**config.mk**
```make
export PLATFORM = sky130hd
export DESIGN_NAME = gpi_debounce
export DESIGN_NICKNAME = d
export VERILOG_FILES = /design/src/rtl/gpi_pkg.sv /design/src/rtl/gpi_db_cell.sv /design/src/rtl/gpi_debounce.sv
export SDC_FILE = /design/constraint.sdc
export NUM_CORES = 1
export LEC_CHECK = 0
export BUFFER_PORTS_ARGS = -buffer_cell sky130_fd_sc_hd__buf_2
export CAP_MARGIN = 20
export CORE_MARGIN = 4
export CORE_UTILIZATION = 60
export CTS_BUF_LIST = sky130_fd_sc_hd__clkbuf_4
export DETAILED_ROUTE_END_ITERATION = 8
export HOLD_SLACK_MARGIN = 0.02
export PLACE_DENSITY = 0.82
export REMOVE_ABC_BUFFERS = 1
export SYNTH_ARGS = -nofsm -noshare
export SYNTH_HDL_FRONTEND = slang
export SYNTH_HIERARCHICAL = 1
export SYNTH_SLANG_ARGS = --single-unit
```
**constraint.sdc**
```tcl
create_clock -name clk -period 3.2 [get_ports clk]
set_clock_uncertainty 0.15 [all_clocks]
set_input_delay 0 -clock clk [delete_from_list [all_inputs] [get_ports clk]]
set_output_delay 0 -clock clk [all_outputs]
set_load 0.01 [all_outputs]
```
**src/rtl/gpi_pkg.sv**
```systemverilog
// ============================================================================
//  gpi_pkg : shared types for the GPI input debouncer
//  Rev 1.0 : initial release
// ============================================================================
`default_nettype none

package gpi_pkg;

    typedef enum logic [1:0] {
        ZERO  = 2'd0,
        WAIT1 = 2'd1,
        ONE   = 2'd2,
        WAIT0 = 2'd3
    } db_state_t;

endpackage

`default_nettype wire

```
**src/rtl/gpi_db_cell.sv**
```systemverilog
// ============================================================================
//  gpi_db_cell : one-bit debounce FSM with tick counter and registered
//                level / rise / fall outputs
//  Rev 1.0 : initial release
// ============================================================================
`default_nettype none

module gpi_db_cell
    import gpi_pkg::*;
#(
    parameter int N_STABLE = 4
) (
    input  logic clk,
    input  logic reset,
    input  logic s,
    input  logic tick,
    output logic db,
    output logic rise,
    output logic fall
);

    localparam int C_CNT_W = $clog2(N_STABLE + 1);

    db_state_t            r_state;
    db_state_t            w_state_nxt;
    logic [C_CNT_W-1:0]   r_cnt;
    logic [C_CNT_W-1:0]   w_cnt_nxt;
    logic                 w_last;
    logic                 w_db_nxt;
    logic                 w_rise_nxt;
    logic                 w_fall_nxt;

    assign w_last = (r_cnt == C_CNT_W'(N_STABLE - 1));

    always_ff @(posedge clk or negedge reset) begin
        if (!reset) begin
            r_state <= ZERO;
            r_cnt   <= '0;
            db      <= 1'b0;
            rise    <= 1'b0;
            fall    <= 1'b0;
        end else begin
            r_state <= w_state_nxt;
            r_cnt   <= w_cnt_nxt;
            db      <= w_db_nxt;
            rise    <= w_rise_nxt;
            fall    <= w_fall_nxt;
        end
    end

    // A revert to the old level takes priority over a tick in the same cycle.
    always_comb begin
        w_state_nxt = r_state;
        w_cnt_nxt   = r_cnt;
        case (r_state)
            ZERO: begin
                if (s) begin
                    w_state_nxt = WAIT1;
                    w_cnt_nxt   = '0;
                end
            end
            WAIT1: begin
                if (!s) begin
                    w_state_nxt = ZERO;
                end else if (tick) begin
                    if (w_last) w_state_nxt = ONE;
                    else        w_cnt_nxt   = r_cnt + C_CNT_W'(1);
                end
            end
            ONE: begin
                if (!s) begin
                    w_state_nxt = WAIT0;
                    w_cnt_nxt   = '0;
                end
            end
            WAIT0: begin
                if (s) begin
                    w_state_nxt = ONE;
                end else if (tick) begin
                    if (w_last) w_state_nxt = ZERO;
                    else        w_cnt_nxt   = r_cnt + C_CNT_W'(1);
                end
            end
            default: begin
                w_state_nxt = ZERO;
                w_cnt_nxt   = '0;
            end
        endcase
    end

    always_comb begin
        w_db_nxt   = (w_state_nxt == ONE) || (w_state_nxt == WAIT0);
        w_rise_nxt = (r_state == WAIT1) && (w_state_nxt == ONE);
        w_fall_nxt = (r_state == WAIT0) && (w_state_nxt == ZERO);
    end

endmodule

`default_nettype wire

```
**src/rtl/gpi_debounce.sv**
```systemverilog
// ============================================================================
//  gpi_debounce : W-bit synchronizer + per-bit debouncer + edge pulses.
//                 Optional sticky edge flags under GPI_EDGE_LATCH_EN.
//  Rev 1.0 : initial release
// ============================================================================
`default_nettype none

module gpi_debounce
    import gpi_pkg::*;
#(
    parameter int W           = 8,
    parameter int SYNC_STAGES = 2,
    parameter int TICK_W      = 16,
    parameter int N_STABLE    = 4
) (
    input  logic         clk,
    input  logic         reset,
    input  logic [W-1:0] raw_in,
    output logic [W-1:0] db_level,
    output logic [W-1:0] rise_tick,
    output logic [W-1:0] fall_tick,
    input  logic [W-1:0] clr_flag,
    output logic [W-1:0] edge_flag
);

    logic [W-1:0]      r_sync [SYNC_STAGES];
    logic [W-1:0]      w_s;
    logic [TICK_W-1:0] r_presc;
    logic              w_tick;

    always_ff @(posedge clk or negedge reset) begin
        if (!reset) begin
            for (int k = 0; k < SYNC_STAGES; k++) r_sync[k] <= '0;
        end else begin
            r_sync[0] <= raw_in;
            for (int k = 1; k < SYNC_STAGES; k++) r_sync[k] <= r_sync[k-1];
        end
    end

    assign w_s = r_sync[SYNC_STAGES-1];

    always_ff @(posedge clk or negedge reset) begin
        if (!reset) r_presc <= '0;
        else        r_presc <= r_presc + TICK_W'(1);
    end

    assign w_tick = &r_presc;

    for (genvar gi = 0; gi < W; gi++) begin : g_cell
        gpi_db_cell #(
            .N_STABLE (N_STABLE)
        ) u_cell (
            .clk   (clk),
            .reset (reset),
            .s     (w_s[gi]),
            .tick  (w_tick),
            .db    (db_level[gi]),
            .rise  (rise_tick[gi]),
            .fall  (fall_tick[gi])
        );
    end

`ifdef GPI_EDGE_LATCH_EN
    logic [W-1:0] r_edge_flag;

    // New edges win over a simultaneous clear.
    always_ff @(posedge clk or negedge reset) begin
        if (!reset) r_edge_flag <= '0;
        else        r_edge_flag <= (r_edge_flag & ~clr_flag) | rise_tick | fall_tick;
    end

    assign edge_flag = r_edge_flag;
`else
    logic w_unused_clr;
    assign w_unused_clr = ^clr_flag;
    assign edge_flag    = '0;
`endif

endmodule

`default_nettype wire

```
==> results.yml <==
run_status:
  run_status: "finished clean"
setup_path:
  setup.worst_path.start: "r_presc[0]"
  timing.reg2reg.worst_path_depth: 8
  worst_r2r_startpoint: "r_presc[0]"
  r2r-end: "g_cell[2].u_cell/r_cnt[0]"
  worst_path_dominant_cell_family: "simple AND/OR/NAND/NOR gates"
  timing.critical_path.to_type: "register"
  regToRegSetupSlack_ps: 680
  cp_num_cells: 8
  worstPathBufferInverterCount: 1
  crit_required_ps: 3360
  worst_ep_arrival_time_ps: 2680
  crit_path_top_delay_cell: "sky130_fd_sc_hd__dfrtp_1"
  setup.worst_path.end: "g_cell[2].u_cell/r_cnt[0]"
  worst-setup-path-type: "register to register"
  worstPathCellList: "ha_1 > nand3_2 > nor2_1 > and4_1 > buf_4 > or2b_1 > a21oi_1 > mux2i_1"
  timing.critical_path.slowest_cell_delay_ps: 410
  critical_path_peak_fanout: 18
  start_kind: "register"
global_route:
  grt_max_degree: 74
  gr-total-overflow: 0
  grt_first_pass_wirelength_mm: 10.4
  grt_antenna_before_repair: 0
  vias_in_the_first_global_route: 2370
  globalRouteTotalUtil_pct: 17.2
layout:
  finalNonFillerCells: 438
  flow.area_growth_from_synthesis_pct: 13.0
  final.fill_count: 466
  number_of_antenna_repair_diodes: 0
  nNetsFinal: 391
  final_layout_size_suffix_gt1_share_pct: 25.2
placed_design:
  finalWeightedCongestion: 0.694
  placed_cells_incl_taps: 412
  place.detailed.hpwl_mm: 4.00
  place.port_buffers: 33
sta:
  setup_tns_ps: 0
  layout_worst_path_cycle_share_pct: 78.6
  timing_worst_slew_pin_value_ps: 895
  count_of_endpoints_failing_hold_in_the_final_timing_report: 0
  slew_viol_final: 0
  timing.final.crit_period_ps: 2520
  timing.slew.headroom_pct: 40.4
  rsz0062_at_grt: "no"
  timing.final.setup_violations: 0
  fmax_ghz: 0.398
power:
  power-per-cell-area_mw_per_mm2: 450
  p_leak_nw: 2.17
  irDropWorstVdd_uv: 289
drt:
  via_count: 2282
  drt_iter0_markers: 77
  drc: 0
  antenna_violating_nets_post_route: 0
  route.detailed.wl_per_inst_microns: 13.5
  dr.pass1.iters: 5
  via_per_inst: 5.21
  wirelength_mm: 5.92
yosys:
  synth_top_area_share_pct: 60.5
  proportion_of_synthesized_flip_flops_having_asynchronous_set_or_reset_pct: 100
  synth_most_common_cell: "sky130_fd_sc_hd__dfrtp_1"
  synth-edff-count: 0
  syn_area_per_cell_sq_um: 13.2
  top_flip_flop_cell_by_instance_count_after_synthesis: "sky130_fd_sc_hd__dfrtp_1"
  yosys_register_bits: 96
  yosys_warnings: 6
  syn-instance-count: 300
  synth_top_area_cell: "sky130_fd_sc_hd__dfrtp_1"
  post_synthesis_cell_area_sq_mm: 0.00397
  synth_area_leaders: "sky130_fd_sc_hd__dfrtp_1, sky130_fd_sc_hd__ha_1, sky130_fd_sc_hd__mux2_2"
  seq_area_frac_synth_pct: 60.5
  yosysUniqueCellTypes: 25
  synthTopCellsByCount: "sky130_fd_sc_hd__dfrtp_1, sky130_fd_sc_hd__inv_1, sky130_fd_sc_hd__ha_1"
floorplanning:
  num_rows: 29
  dieHeight_microns: 89.3
  die_w_microns: 89.3
  coreArea_sq_mm: 0.00639
  design.portCount: 50
  initial_util_pct: 62.1
  dieArea_sq_mm: 0.00798
cts:
  numClockSinks: 96
  tritoncts: "done"
  cts.clk_slew.worst_paths_ps: 140
  clock_tree.htree_level_count: 3
  ctsResizeCount: 0
  cts_root_buf: "sky130_fd_sc_hd__clkbuf_4"
  ctsLongestPathBuffers: 2
  cts-buffers-inserted: 9
  clock_latency_ps: 430
job:
  max_cap_violations: 0
worst_hold_path:
  worstHoldPathType: "input port to register"
-- stage by stage --
step                      util [%]  power, W  setup WS, ps  hold WS (ps)  area [sq um]
after floorplan                  -   0.00128           971          -446          3940
after global placement        66.1   0.00132           765         -41.7          4220
after detailed placement      66.1   0.00132           677         -40.0          4220
after CTS                     70.1   0.00204           661          20.2          4480
after global routing          70.2   0.00210           461          33.1          4490
final                         70.2   0.00202           685          50.8          4490
-- where the power goes --
group | leakage (nW) | switching, W | internal (W)
logic | 0.814 | 0.0000388 | 0.0000247
registers | 1.27 | 0.0000117 | 0.00123
clock network | 0.0871 | 0.000380 | 0.000335
-- timing repair --
item	in CTS	in global routing
endpoints found under the setup margin	0	0
buffers inserted	0	0
hold buffers	9	1
hold endpoints to repair	79	1
-- worst reg2reg max path: cells and delay by family (launching register included) --
kind            cells  cell delay (ps)
mux                 1              130
fa+ha+maj           1              220
buf+inv             1              270
simple gates        4              990
compound gates      1              260
flops               1              410
-- kinds of logic (layout without fill, tap and decap cells) --
logic type	Yosys count	in the layout	synth area share [%]
xor+xnor	22	22	4.85
mux	24	24	6.56
compound gates	24	24	3.53
fa+ha+maj	17	17	5.36
simple gates	80	80	14.9
other cells	1	8	0.0945
flops	96	96	60.5
buf+inv	36	90	4.16
-- flip-flops by register name, indices dropped and copies added (netlist names) --
name and flops:
g_cell.u_cell/db 8, g_cell.u_cell/fall 8, g_cell.u_cell/r_cnt 24, g_cell.u_cell/r_state 16, g_cell.u_cell/rise 8, r_presc 16
r_sync 8, w_s 8
-- layer usage --
metal  up-vias  global-route usage, %  share of wire, %
met5         -                      0                 0
met4         0                   9.74               2.6
met3        11                   3.59               3.9
met2        34                   28.1                50
met1      1112                   21.3                44
li1       1125                      -                 -
-- layout by cell type (no fill, tap or decap), drive strengths merged, types with 11 or more instances in the layout --
| cell | instances |
|---|---|
| o22ai | 16 |
| xnor2 | 12 |
| nor3b | 16 |
| nand2 | 11 |
| ha | 17 |
| nand3 | 13 |
| dfrtp | 96 |
| inv | 28 |
| clkbuf | 11 |
| mux2 | 16 |
| buf | 36 |
-- area by class of cell --
cell class	count	area (sq um)	share of cell area, %
Sequential cell	96	2400	53.6
Multi-Input combinational cell	175	1430	31.8
Timing Repair Buffer	46	290	6.47
Inverter	28	105	2.34
Tap cell	77	96.3	2.15
Clock buffer	11	82.6	1.84
Clock inverter	5	81.3	1.81
-- worst min-delay path by stage --
| stage | from | endpoint | slack (ps) | depth (start not counted) |
|---|---|---|---|---|
| after floorplan | reset | g_cell[0].u_cell/db | -450 | 0 |
| after global placement | raw_in[4] | r_sync[12] | -40 | 1 |
| after detailed placement | raw_in[7] | r_sync[15] | -40 | 1 |
| after CTS | raw_in[4] | r_sync[12] | 20 | 2 |
| after global routing | raw_in[7] | r_sync[15] | 30 | 2 |
| final | raw_in[4] | r_sync[12] | 50 | 2 |
Note: power is estimated with default switching activity, not from simulation.
